===== config.mk =====
export PLATFORM = sky130hd
export DESIGN_NAME = pc_gen
export DESIGN_NICKNAME = d
export VERILOG_FILES = /design/src/rtl/pc_gen.sv
export SDC_FILE = /design/constraint.sdc
export NUM_CORES = 1
export LEC_CHECK = 0
export ABC_AREA = 1
export BUFFER_PORTS_ARGS = -buffer_cell sky130_fd_sc_hd__buf_2
export CORE_UTILIZATION = 36
export CTS_BUF_LIST = sky130_fd_sc_hd__clkbuf_4 sky130_fd_sc_hd__clkbuf_8
export DETAILED_ROUTE_END_ITERATION = 10
export GPL_ROUTABILITY_DRIVEN = 1
export PLACE_DENSITY_LB_ADDON = 0.25
export SETUP_SLACK_MARGIN = 0.2
export SYNTH_ARGS = -nofsm -noshare
export SYNTH_HDL_FRONTEND = slang
export SYNTH_SLANG_ARGS = --single-unit
export TNS_END_PERCENT = 1

===== constraint.sdc =====
create_clock -name clk_i -period 1.8 [get_ports clk_i]
set_input_delay 0 -clock clk_i [delete_from_list [all_inputs] [get_ports clk_i]]
set_output_delay 0 -clock clk_i [all_outputs]
set_load 0.005 [all_outputs]

===== src/rtl/pc_gen.sv =====
// -----------------------------------------------------------------------------
// pc_gen -- next-PC generator and PC register for the fetch stage.
//
// Selects the next fetch address from NUM_REDIR prioritised redirect sources
// (index 0 highest) or the sequential pc + INC. It holds the PC under stall or
// fetch backpressure, and a BOOT/RUN/HALT controller gates fetch_valid_o.
// A redirect that arrives while the PC is frozen is kept in a one-entry pending
// slot. It is applied on the first cycle the PC is allowed to move again.
//
// Parameters
//   XLEN          PC width in bits
//   RESET_VECTOR  PC value loaded on reset
//   NUM_REDIR     number of redirect sources (index 0 = highest priority)
//   INC           sequential PC increment
//
// Ports
//   clk_i             core clock, rising edge
//   rst_ni            asynchronous active-low reset
//   redir_valid_i     per-source redirect request
//   redir_target_i    packed targets, source i at [i*XLEN +: XLEN]
//   stall_i           freezes all PC updates while high
//   halt_req_i        halt request, honoured on a completed handshake in RUN
//   resume_i          leave HALT when high
//   fetch_ready_i     fetch consumer accepts pc_o this cycle
//   fetch_valid_o     pc_o is valid for fetch (high only in RUN)
//   pc_o              current PC (register output)
//   pc_plus_inc_o     pc_o + INC, modulo 2^XLEN
//   redirect_taken_o  pulse: pc_o was loaded from a redirect on the last edge
//   state_o           BOOT=0, RUN=1, HALT=2
// -----------------------------------------------------------------------------
module pc_gen #(
    parameter int unsigned       XLEN         = 32,
    parameter logic [XLEN-1:0]   RESET_VECTOR = {XLEN{1'b0}},
    parameter int unsigned       NUM_REDIR    = 3,
    parameter int unsigned       INC          = 4
) (
    input  logic                      clk_i,
    input  logic                      rst_ni,
    input  logic [NUM_REDIR-1:0]      redir_valid_i,
    input  logic [NUM_REDIR*XLEN-1:0] redir_target_i,
    input  logic                      stall_i,
    input  logic                      halt_req_i,
    input  logic                      resume_i,
    input  logic                      fetch_ready_i,
    output logic                      fetch_valid_o,
    output logic [XLEN-1:0]           pc_o,
    output logic [XLEN-1:0]           pc_plus_inc_o,
    output logic                      redirect_taken_o,
    output logic [1:0]                state_o
);

    localparam int unsigned IDX_W = (NUM_REDIR > 1) ? $clog2(NUM_REDIR) : 1;

    typedef enum logic [1:0] {
        ST_BOOT = 2'd0,
        ST_RUN  = 2'd1,
        ST_HALT = 2'd2
    } state_e;

    // ---------------------------------------------------------------- state
    state_e             state_q, state_d;
    logic [XLEN-1:0]    pc_q, pc_d;
    logic               redir_taken_q, redir_taken_d;
    logic               pend_valid_q, pend_valid_d;
    logic [IDX_W-1:0]   pend_idx_q, pend_idx_d;
    logic [XLEN-1:0]    pend_tgt_q, pend_tgt_d;

    // ------------------------------------------------------- handshake terms
    logic               fetch_valid;
    logic               upd;        // PC may change at the next edge
    logic               handshake;  // consumer takes pc_q at the next edge

    assign fetch_valid = (state_q == ST_RUN);

    // With fetch_valid high and fetch_ready low, the PC must not move.
    // This keeps the offered address stable until the consumer takes it.
    assign upd       = !stall_i && (!fetch_valid || fetch_ready_i);
    assign handshake = fetch_valid && fetch_ready_i && !stall_i;

    // ------------------------------------------- current-cycle priority pick
    logic               cur_any;
    logic [IDX_W-1:0]   cur_idx;
    logic [XLEN-1:0]    cur_tgt;

    // NOTE: every combinational output gets a default before the loop or case
    // statement, so no path leaves it unassigned. That prevents an inferred
    // latch.
    always_comb begin
        cur_any = 1'b0;
        cur_idx = '0;
        cur_tgt = '0;
        // Scan from the lowest priority up, so the last hit is the winner.
        for (int i = NUM_REDIR - 1; i >= 0; i--) begin
            if (redir_valid_i[i]) begin
                cur_any = 1'b1;
                cur_idx = IDX_W'(i);
                cur_tgt = redir_target_i[i*XLEN +: XLEN];
            end
        end
    end

    // --------------------------------------- current vs. pending arbitration
    logic               win_any;
    logic [IDX_W-1:0]   win_idx;
    logic [XLEN-1:0]    win_tgt;

    // On an equal index, the fresh target wins over the stored one.
    // The newer request from the same source is the more up-to-date intent.
    always_comb begin
        win_any = 1'b0;
        win_idx = '0;
        win_tgt = '0;
        if (cur_any && (!pend_valid_q || (cur_idx <= pend_idx_q))) begin
            win_any = 1'b1;
            win_idx = cur_idx;
            win_tgt = cur_tgt;
        end else if (pend_valid_q) begin
            win_any = 1'b1;
            win_idx = pend_idx_q;
            win_tgt = pend_tgt_q;
        end
    end

    // ------------------------------------------------------ FSM next state
    always_comb begin
        state_d = state_q;
        unique case (state_q)
            ST_BOOT: state_d = ST_RUN;
            ST_RUN:  if (handshake && halt_req_i) state_d = ST_HALT;
            ST_HALT: if (resume_i)                state_d = ST_RUN;
            default: state_d = ST_BOOT;
        endcase
    end

    // ------------------------------------------------ PC / pending next state
    always_comb begin
        pc_d          = pc_q;
        redir_taken_d = 1'b0;
        pend_valid_d  = pend_valid_q;
        pend_idx_d    = pend_idx_q;
        pend_tgt_d    = pend_tgt_q;

        if (upd && win_any) begin
            // A redirect always beats the sequential increment.
            pc_d          = win_tgt;
            redir_taken_d = 1'b1;
            pend_valid_d  = 1'b0;
        end else if (handshake) begin
            pc_d = pc_plus_inc_o;
        end else if (!upd && cur_any) begin
            // Frozen: keep only the best request seen so far.
            // Arbitration already rejected any lower-priority newcomer.
            pend_valid_d = 1'b1;
            pend_idx_d   = win_idx;
            pend_tgt_d   = win_tgt;
        end
    end

    // -------------------------------------------------------------- registers
    // NOTE: sequential state uses non-blocking assignments only. All flops
    // then sample their inputs from the same pre-edge values.
    // NOTE: the pending target is reset together with its valid bit.
    // That way no stale address survives a mid-operation reset.
    always_ff @(posedge clk_i or negedge rst_ni) begin
        if (!rst_ni) begin
            state_q       <= ST_BOOT;
            pc_q          <= RESET_VECTOR;
            redir_taken_q <= 1'b0;
            pend_valid_q  <= 1'b0;
            pend_idx_q    <= '0;
            pend_tgt_q    <= '0;
        end else begin
            state_q       <= state_d;
            pc_q          <= pc_d;
            redir_taken_q <= redir_taken_d;
            pend_valid_q  <= pend_valid_d;
            pend_idx_q    <= pend_idx_d;
            pend_tgt_q    <= pend_tgt_d;
        end
    end

    // ---------------------------------------------------------------- outputs
    assign fetch_valid_o    = fetch_valid;
    assign pc_o             = pc_q;
    assign pc_plus_inc_o    = pc_q + XLEN'(INC);
    assign redirect_taken_o = redir_taken_q;
    assign state_o          = state_q;

endmodule


==> run metrics, run 1 <==
initial cell density of the core 0.3698; number of clock sinks seen by CTS 70; result of the run finished, final reports clean; worst clock skew 10.30 ps; clock-pin slew reported for the worst setup and hold paths after clock tree synthesis 70 ps; flip-flop and latch count after synthesis 70; PwrDens 1132 nW/um2; RePlAce Congestion 0.8506; max-cap violations 0; Mapped Avg Cell Area 6.231 um2; Hold Vio Cnt, Final 0; worst max-slew margin expressed relative to the limit 0.6834; worst hold path startpoint redir_target_i[1]; worst hold margin 16.25 ps; # setup viols final 0; static leakage around 0.0035 uW; sequential area share after synthesis 0.3577; Wirelength per Cell ~14 um; combined global-route utilization of all metal layers 0.2348; H-tree Lvls 3; final core occ 0.5028; arrival time at the worst endpoint 1760 ps; Clock Latency Late Sink approximately 360 ps; maximum number of pins on one net before global-route repair 71; min cycle time layout 1765 ps; count of antenna-violating nets left after detailed routing 0; initial antenna violation count 0; buffer cell driving the clock tree root clkbuf_8; maximum ir drop on the vdd rail 0.3767 mV; crit share post-route 0.9805; vias in the first global route a little over 5k; detailed-placement wirelength estimate roughly 12000 um; Post-synth EDFFs 0; number of remaining DRC errors 0; Tightest Pin Transition roughly 470 ps; area of all placed cells without fillers 6659 um2; die extent in y 118.6 um; Multi-input gate area 2994 um2; Congestion Overflow GR 0; Crit Path Max Fanout 4; top area cells in the synthesized netlist dfrtp_1 (36%), nand2_1 (30%), nand3_1 (9.3%); highest attainable clock frequency between 500 and 600 MHz; startpoint class of the critical path flop; Sequential Area 1764 um2; Syn-to-layout area delta 35.97%; dominant cell type by area after synthesis dfrtp_1; fraction of registers with async set or reset after synthesis 1.000; number of vias after detailed routing 5491; die boundary width between 100 and 150 um; global-route wire length before repair 26220 um; starting DRC count in detailed routing 437; share of final-layout standard cells stronger than drive strength 1 0.3000; Top-Level Pins 173; TritonCTS Buffers 9; final setup slack of the worst path 35.06 ps; total detailed-routing wirelength 15820 um; data required time of the critical path 1800 ps; IO Port Bufs 172; number of distinct library cells after synthesis 32; Site Rows 42; pre-CTS worst setup slack -115.8 ps; timing startpoint of the critical path pc_o[3]; number of diodes added for antenna fixing 0; First-pass DRT Iterations 5; number of cells produced by synthesis 786; TritonCTS clock tree yes; number of synthesis warnings 0; die area approximately 14000 um2; drt via density around 4.8; power after layout 7541 uW; number of fillers in the final layout 1427; Core Area approximately 13000 um2; capturing element type of the critical path output pin; area share of the leading cell type in the synthesized netlist 0.3577; Top FF cell, synth dfrtp_1; R2R Path Start pend_idx_q[1]; class of the tightest hold or removal check primary input to flop; maximum number of buffers from clock root to sink 2; Crit Path Category flop to output pin; placed standard-cell area roughly 6100 um2; Syn Std Cell Area 4897 um2; setup repair after global routing missed its margin true; net count after synthesis 894; net total in the final layout 1083; pins over their slew limit 0
-- worst max-delay path: stages, from the launching register on --
cell and delay (ps):
dfrtp_2 430, ha_4 170, nand2_2 60, nor2_4 130
nand2_2 90, nor2_4 170, nand3_2 80, and2_1 150
buf_2 120
-- metrics by stage --
stage          TNS (ps)  instances
2_1_floorplan         0        786
3_3_place_gp     -615.9       1125
3_5_place_dp      -1121       1125
4_1_cts               0       1156
5_1_grt          -969.9       1156
6_report              0       1156
-- kinds of logic (layout without fill, tap and decap cells) --
family	count (synthesis)	after routing	synth area share
adder cells (fa/ha/maj)	3	3	0.007666
AO/OA/AOI/OAI	60	60	0.07052
flip-flops	70	70	0.3577
XOR/XNOR	11	11	0.01967
buffers and inverters	87	281	0.07895
AND/OR/NAND/NOR	555	555	0.4655
-- layout by cell type, fill, tap and decap left out, types with 2 or more instances in the layout --
| cell type | n |
|---|---|
| nor2_8 | 2 |
| dfrtp_2 | 10 |
| dlygate4sd3_1 | 5 |
| clkinv_2 | 2 |
| o21ai_0 | 21 |
| inv_1 | 48 |
| nor2_1 | 36 |
| nor2_4 | 10 |
| buf_2 | 172 |
| inv_2 | 5 |
| nand2_1 | 379 |
| and2_1 | 8 |
| nand3_2 | 6 |
| nor2_2 | 12 |
| dfrtp_1 | 60 |
| nand3_1 | 85 |
| buf_12 | 5 |
| xor2_1 | 6 |
| a21oi_4 | 2 |
| clkbuf_8 | 13 |
| nand2_4 | 4 |
| ha_4 | 3 |
| buf_4 | 27 |
| nand2_2 | 11 |
| xnor2_2 | 2 |
| xnor2_1 | 2 |
| o21ai_1 | 20 |
| a21oi_1 | 11 |
-- what timing repair did --
| item | CTS | global route |
|---|---|---|
| hold buffers | 5 | 0 |
| setup endpoints to repair | 90 | 90 |
| gates resized for setup | 53 | 17 |
| pin swaps | 11 | 3 |
| hold endpoints to repair | 73 | 0 |
| setup buffers | 9 | 0 |
| gates cloned | 1 | 0 |
-- Yosys cell counts, types with 2 or more instances --
cell        n
dfrtp_1    70
buf_2      18
nand3_1    91
and2_1      8
nand2_1   392
inv_2       2
buf_6       2
xnor2_1     4
o21ai_1     8
o21ai_0    33
ha_1        3
inv_1      52
buf_4       6
nor2_2      3
nor2_1     54
xor2_1      7
clkbuf_1    7
a21oi_1    11
nor2_8      2
-- sequential cells by signal (all words and copies together), names as in the netlist --
| name | count |
|---|---|
| pend_idx_q | 2 |
| pc_o | 32 |
| pend_valid_q | 1 |
| state_o | 2 |
| pend_tgt_q | 32 |
| redirect_taken_o | 1 |
-- final timing paths --
kind                                      to  slack [ps]  cells after the start
hold reg to reg                pend_tgt_q[0]         480                      2
max in group asynchronous            pc_o[3]        1210                      3
setup reg to reg                    pc_o[16]          50                     11
hold / removal                 pend_tgt_q[1]          20                      5
setup / recovery           pc_plus_inc_o[26]          40                      8
min in group asynchronous            pc_o[9]         150                      3
-- power by group --
part / total, uW / internal, uW / switching [uW]
Combinational: 3400 / 1470 / 1930
Sequential: 2720 / 2160 / 563
Clock: 1420 / 787 / 630
Total: 7540 / 4420 / 3120
-- routing by layer --
metal | wire length [um] | share of wire | vias to the layer above | track usage
li1 | - | - | 2832 | -
met1 | 7711 | 0.49 | 2453 | 0.3395
met2 | 7067 | 0.45 | 191 | 0.3684
met3 | 833 | 0.053 | 15 | 0.02461
met4 | 204 | 0.013 | 0 | 0.06804
met5 | 0 | 0 | - | 0
-- final cells by class --
type / instances / share of cell area
clock inverter: 3 / 0.006013
clock buffer: 13 / 0.02687
tap: 176 / 0.03307
timing repair buffer: 211 / 0.1887
sequential: 70 / 0.2649
inverter: 54 / 0.03082
multi-input combinational: 629 / 0.4496
Power figures use the tool's default switching activity.
==> inputs of run 2 (changes only) <==
--- a/config.mk
+++ b/config.mk
@@ -7,7 +7,7 @@
 export LEC_CHECK = 0
 export ABC_AREA = 1
 export BUFFER_PORTS_ARGS = -buffer_cell sky130_fd_sc_hd__buf_2
-export CORE_UTILIZATION = 36
+export CORE_UTILIZATION = 30
 export CTS_BUF_LIST = sky130_fd_sc_hd__clkbuf_4 sky130_fd_sc_hd__clkbuf_8
 export DETAILED_ROUTE_END_ITERATION = 10
 export GPL_ROUTABILITY_DRIVEN = 1
==> run metrics, run 2 (synthesis results as in run 1) <==
result of the run finished, final reports clean; vias in the first global route 5072 (-2.1%); Top-Level Pins 173 (unchanged); number of remaining DRC errors 0 (unchanged); CP top delay family simple AND/OR/NAND/NOR gates; # setup viols final 0 (unchanged); data required time of the critical path 1800 ps (about the same); net total in the final layout 1081 (-0.18%); min cycle time layout 1800 ps (+34.82 ps); Multi-input gate area 3433 um2 (+15%); most frequent cells in the layout nand2_1 (315), buf_2 (172), nand3_1 (66); worst hold path startpoint halt_req_i; class of the tightest hold or removal check primary input to flop; fraction of met1 tracks used by global routing 0.2945 (-0.04503); pins over their slew limit 0 (unchanged); die extent in y 129.8 um (+9.4%); number of fillers in the final layout 1687 (+18%); crit share post-route 0.9999 (+0.01935); drt via density 4.596 (-3.2%); GR Layer Usage met3 0.03034 (+0.005726); highest attainable clock frequency 555.6 MHz (-1.9%); final core occ 0.4498 (-0.05301); IO Port Bufs 172 (unchanged); die boundary width 129.8 um (+9.4%); number of clock sinks seen by CTS 70 (unchanged); R2R Path Start pend_idx_q[0]; Site Rows 46 (+9.5%); clock-pin slew reported for the worst setup and hold paths after clock tree synthesis 80 ps (about the same); TritonCTS clock tree yes; area of all placed cells without fillers 7146 um2 (+7.3%); starting DRC count in detailed routing 389 (-11%); worst clock skew 9.508 ps (-0.7935 ps); Tightest Pin Transition 461.6 ps (-13.34 ps); Buf+Inv Stages, Crit Path 3 (+2); total detailed-routing wirelength 16760 um (+6.0%); PwrDens 1128 nW/um2 (-0.36%); buffer cell driving the clock tree root clkbuf_8; Syn-to-layout area delta 45.91%; number of vias after detailed routing 5488 (-0.055%); combined global-route utilization of all metal layers 0.2040 (-0.03085); RePlAce Congestion 0.8750 (+2.9%); H-tree Lvls 3 (unchanged); maximum ir drop on the vdd rail 0.4686 mV (+24%); initial antenna violation count 1 (+1); First-pass DRT Iterations 4 (-1); setup repair after global routing missed its margin true; static leakage 0.003678 uW (+4.9%); die area 16840 um2 (+20%); capturing element type of the critical path output pin; Crit Path Category flop to output pin; commonest non-fill, non-tap cell in the layout nand2_1; TritonCTS Buffers 9 (unchanged); placed standard-cell area 6165 um2 (+1.3%); Cell Chain, Critical Path nand3_2 > buf_4 > inv_2 > nand2_1 > nor2_2 > nand3_1 > and2_1 > buf_2; pre-CTS worst setup slack -105.1 ps (+10.72 ps); initial cell density of the core 0.3083 (-0.06152); power after layout 8063 uW (+6.9%); number of diodes added for antenna fixing 0 (unchanged); global-route wire length before repair 26360 um (+0.55%); Endpoint, Worst Hold state_o[0]; Reg2Reg Depth 10 (-1); max-cap violations 0 (unchanged); Reg-to-Reg End pc_o[21]; met2 Track Usage GR 0.3193 (-0.04914); layer carrying the most global-route usage met2; worst hold path cell count 3 (-2); arrival time at the worst endpoint 1800 ps (+40 ps); Crit Path Max Fanout 4 (unchanged); worst max-slew margin expressed relative to the limit 0.6923 (+0.008892); detailed-placement wirelength estimate 12390 um (+6.4%); share of final-layout standard cells stronger than drive strength 1 0.4172 (+0.1172); cell with the biggest individual delay on the critical path dfrtp_2; maximum number of buffers from clock root to sink 2 (unchanged); count of antenna-violating nets left after detailed routing 0 (unchanged); final setup slack of the worst path 0.2335 ps (-34.82 ps); Core Area 15890 um2 (+20%); Wirelength per Cell 14.04 um (+2.6%); Clock Latency Late Sink 350 ps (about the same); Congestion Overflow GR 0 (unchanged); largest stage delay on the critical path 420 ps (about the same); startpoint class of the critical path flop; worst hold margin 9.357 ps (-6.892 ps); flop-to-flop setup slack 80 ps (+30 ps); Hold Vio Cnt, Final 0 (unchanged); maximum number of pins on one net before global-route repair 55 (-23%); Sequential Area 1770 um2 (+0.35%)
==> run 2: cell types whose count changed in the layout (fill, tap and decap cells not counted), sizes merged <==
cell	delta
dlygate4sd3	-2
clkbuf	-1
clkinv	+1
==> run 2: where the power goes <==
group          switching, uW  total [uW]  internal, uW  leakage (uW)
registers                687        2850          2170      0.000879
logic                   2200        3860          1660       0.00269
clock network            623        1350           725      0.000110
==> run 2: metrics by stage <==
step / std cells / setup TNS [ps]
6_report: 1194 / 0
3_3_place_gp: 1165 / -827.0
5_1_grt: 1194 / -439.1
2_1_floorplan: 786 / 0
3_5_place_dp: 1165 / -1123
4_1_cts: 1189 / -132.0
==> run 2: worst max-delay path by stage <==
| stage | start | end | slack [ps] | depth (start not counted) |
|---|---|---|---|---|
| after floorplan | redir_valid_i[2] | pend_idx_q[0] | 190 | 11 |
| after CTS | pc_o[3] | pc_plus_inc_o[18] | -40 | 8 |
| after global routing | pc_o[3] | pc_plus_inc_o[25] | -70 | 8 |
| final | pc_o[3] | pc_plus_inc_o[25] | 0.2 | 8 |
| after global placement | pend_idx_q[1] | pc_o[7] | -90 | 10 |
| after detailed placement | pend_idx_q[1] | pc_o[4] | -110 | 10 |
==> run 2: what timing repair did <==
| item | in CTS | in global routing |
|---|---|---|
| hold buffers | 3 | 0 |
| endpoints found under the hold margin | 18 | 0 |
| pin swaps | 76 | 38 |
| resized for setup | 151 | 69 |
| buffers inserted | 5 | 5 |
| endpoints found under the setup margin | 90 | 90 |
==> run 2: worst min-delay path: cells and delay by family <==
kind	cells	cell delay (ps)
AO/OA/AOI/OAI	1	140
buffers and inverters	1	100
AND/OR/NAND/NOR	1	90
==> run 2: cell type report <==
type	count	area share
clock buffers	12	0.02224
clock inverters	4	0.006304
inverters	54	0.02837
multi-input cells	629	0.4805
flip-flops and latches	70	0.2478
well taps	216	0.03782
repair buffers	209	0.1770
==> run 2: metal layers <==
metal | vias to the layer above | part of all wire
met5 | - | 0
met4 | 0 | 0.0079
met3 | 10 | 0.055
met2 | 178 | 0.45
met1 | 2468 | 0.49
li1 | 2832 | -
==> inputs of run 3 (changes only) <==
--- a/config.mk
+++ b/config.mk
@@ -7,12 +7,14 @@
 export LEC_CHECK = 0
 export ABC_AREA = 1
 export BUFFER_PORTS_ARGS = -buffer_cell sky130_fd_sc_hd__buf_2
+export CORE_ASPECT_RATIO = 0.75
 export CORE_UTILIZATION = 30
 export CTS_BUF_LIST = sky130_fd_sc_hd__clkbuf_4 sky130_fd_sc_hd__clkbuf_8
 export DETAILED_ROUTE_END_ITERATION = 10
 export GPL_ROUTABILITY_DRIVEN = 1
 export PLACE_DENSITY_LB_ADDON = 0.25
 export SETUP_SLACK_MARGIN = 0.2
+export SLEW_MARGIN = 10
 export SYNTH_ARGS = -nofsm -noshare
 export SYNTH_HDL_FRONTEND = slang
 export SYNTH_SLANG_ARGS = --single-unit
==> run metrics, run 3 (synthesis results as in run 1) <==
result of the run finished, violations left; violations in the final reports negative setup slack; global-route wire length before repair 27390 um (+3.9%); capturing element type of the critical path output pin; Cell Chain, Critical Path ha_4 > nand2_4 > nor2_4 > nand2_4 > nor2_4 > nand2_1 > nand2_1 > and2_1 > buf_2; commonest non-fill, non-tap cell in the layout nand2_1; worst clock skew 10.14 ps (+0.6368 ps); maximum number of buffers from clock root to sink 2 (unchanged); total detailed-routing wirelength 17400 um (+3.8%); die extent in y 112.7 um (-13%); First-pass DRT Iterations 4 (unchanged); arrival time at the worst endpoint 1880 ps (+80 ps); drt via density 4.727 (+2.8%); largest stage delay on the critical path 430 ps (about the same); pre-CTS worst setup slack -123.7 ps (-18.60 ps); maximum number of pins on one net before global-route repair 71 (+29%); Crit Path Category flop to output pin; initial antenna violation count 0 (-1); cell with the biggest individual delay on the critical path dfrtp_2; buffer cell driving the clock tree root clkbuf_8; Hold Vio Cnt, Final 0 (unchanged); number of diodes added for antenna fixing 0 (unchanged); startpoint class of the critical path flop; Top-Level Pins 173 (unchanged); data required time of the critical path 1800 ps (about the same); detailed-placement wirelength estimate 12770 um (+3.1%); die area 16840 um2 (about the same); Clock Latency Late Sink 360 ps (about the same); highest attainable clock frequency 530.9 MHz (-4.5%); R2R Path Start pend_idx_q[0]; Reg-to-Reg End pend_tgt_q[29]; Core Area 15970 um2 (+0.50%); PwrDens 1121 nW/um2 (-0.66%); Crit Path Max Fanout 4 (unchanged); max-cap violations 0 (unchanged); Site Rows 40 (-13%); worst max-slew margin expressed relative to the limit 0.7205 (+0.02819); number of remaining DRC errors 0 (unchanged); final setup slack of the worst path -83.66 ps (-83.89 ps); number of vias after detailed routing 5639 (+2.8%); termination of the worst setup path pc_plus_inc_o[26]; pins over their slew limit 0 (unchanged); timing startpoint of the critical path pc_o[3]; Reg2Reg Depth 8 (-2); crit share post-route 1.046 (+0.04661); class of the tightest hold or removal check primary input to flop; worst hold margin 17.63 ps (+8.270 ps); maximum ir drop on the vdd rail 0.6582 mV (+40%); count of antenna-violating nets left after detailed routing 0 (unchanged); flop-to-flop setup slack 70 ps (about the same); initial cell density of the core 0.3067 (-0.001546); Congestion Overflow GR 0 (unchanged); die boundary width 149.5 um (+15%); min cycle time layout 1884 ps (+83.89 ps); setup repair after global routing missed its margin true; H-tree Lvls 3 (unchanged); RePlAce Congestion 0.8885 (+1.5%); # setup viols final 4 (+4); starting DRC count in detailed routing 364 (-6.4%); net total in the final layout 1086 (+0.46%); IO Port Bufs 172 (unchanged); Syn-to-layout area delta 49.03%; Tightest Pin Transition 419.3 ps (-42.29 ps); combined global-route utilization of all metal layers 0.2103 (+0.006274); number of clock sinks seen by CTS 70 (unchanged); TritonCTS clock tree yes; clock-pin slew reported for the worst setup and hold paths after clock tree synthesis 90 ps (about the same); TritonCTS Buffers 9 (unchanged); Wirelength per Cell 14.59 um (+3.9%); share of final-layout standard cells stronger than drive strength 1 0.4323 (+0.01517); static leakage 0.003702 uW (+0.66%); vias in the first global route 5248 (+3.5%); most frequent cells in the layout nand2_1 (307), buf_2 (172), nand2_2 (71)
-- run 3: layout make-up --
class	instances	area, um2
fill	1667	8667
multi-input combinational	629	3575
sequential	70	1770
timing repair buffer	214	1286
tap	210	262.8
inverter	54	202.7
clock buffer	10	131.4
clock inverter	6	70.07
-- run 3: what timing repair did --
item	in CTS	in global routing
setup buffers	2	5
pin swaps	92	57
setup endpoints to repair	90	91
hold buffers	8	0
resized for setup	148	100
endpoints found under the hold margin	74	0
-- run 3: worst min-delay path by stage --
stage	start	to	slack, ps	depth (start not counted)
final	redir_target_i[32]	pend_tgt_q[0]	20	5
after global routing	redir_target_i[0]	pend_tgt_q[0]	4	5
after CTS	redir_target_i[32]	pend_tgt_q[0]	1	5
after detailed placement	rst_ni	redirect_taken_o	60	2
after global placement	rst_ni	redirect_taken_o	70	2
after floorplan	rst_ni	pc_o[0]	-300	0
-- run 3: worst max-delay path, delay by kind of cell, from the launching register on --
family	cells	cell delay (ps)
fa+ha+maj	1	180
buf+inv	1	110
flops	1	430
simple gates	7	790
-- run 3: metal layers --
metal	routed length, um	vias to the layer above	track usage
met5	0	-	0
met4	128	0	0.04218
met3	1081	11	0.04268
met2	7855	172	0.3259
met1	8336	2618	0.3005
li1	-	2838	-
-- run 3: report_power, final --
group / leakage [uW] / total, uW / internal, uW / switching [uW]
clock network: 0.0000929 / 1340 / 665 / 678
logic: 0.00273 / 3960 / 1680 / 2290
registers: 0.000879 / 2870 / 2160 / 709
-- run 3: per-stage QoR --
step                      cells  area, um2  total power (uW)    util  setup TNS [ps]
after floorplan             786       4981              4465       -               0
after global placement     1162       6155              5892  0.3855          -898.4
after detailed placement   1162       6155              5928  0.3855           -1269
after CTS                  1188       6898              7806  0.4321           -1103
after global routing       1193       7298              8771  0.4571           -1454
final                      1193       7298              8181  0.4571          -161.9
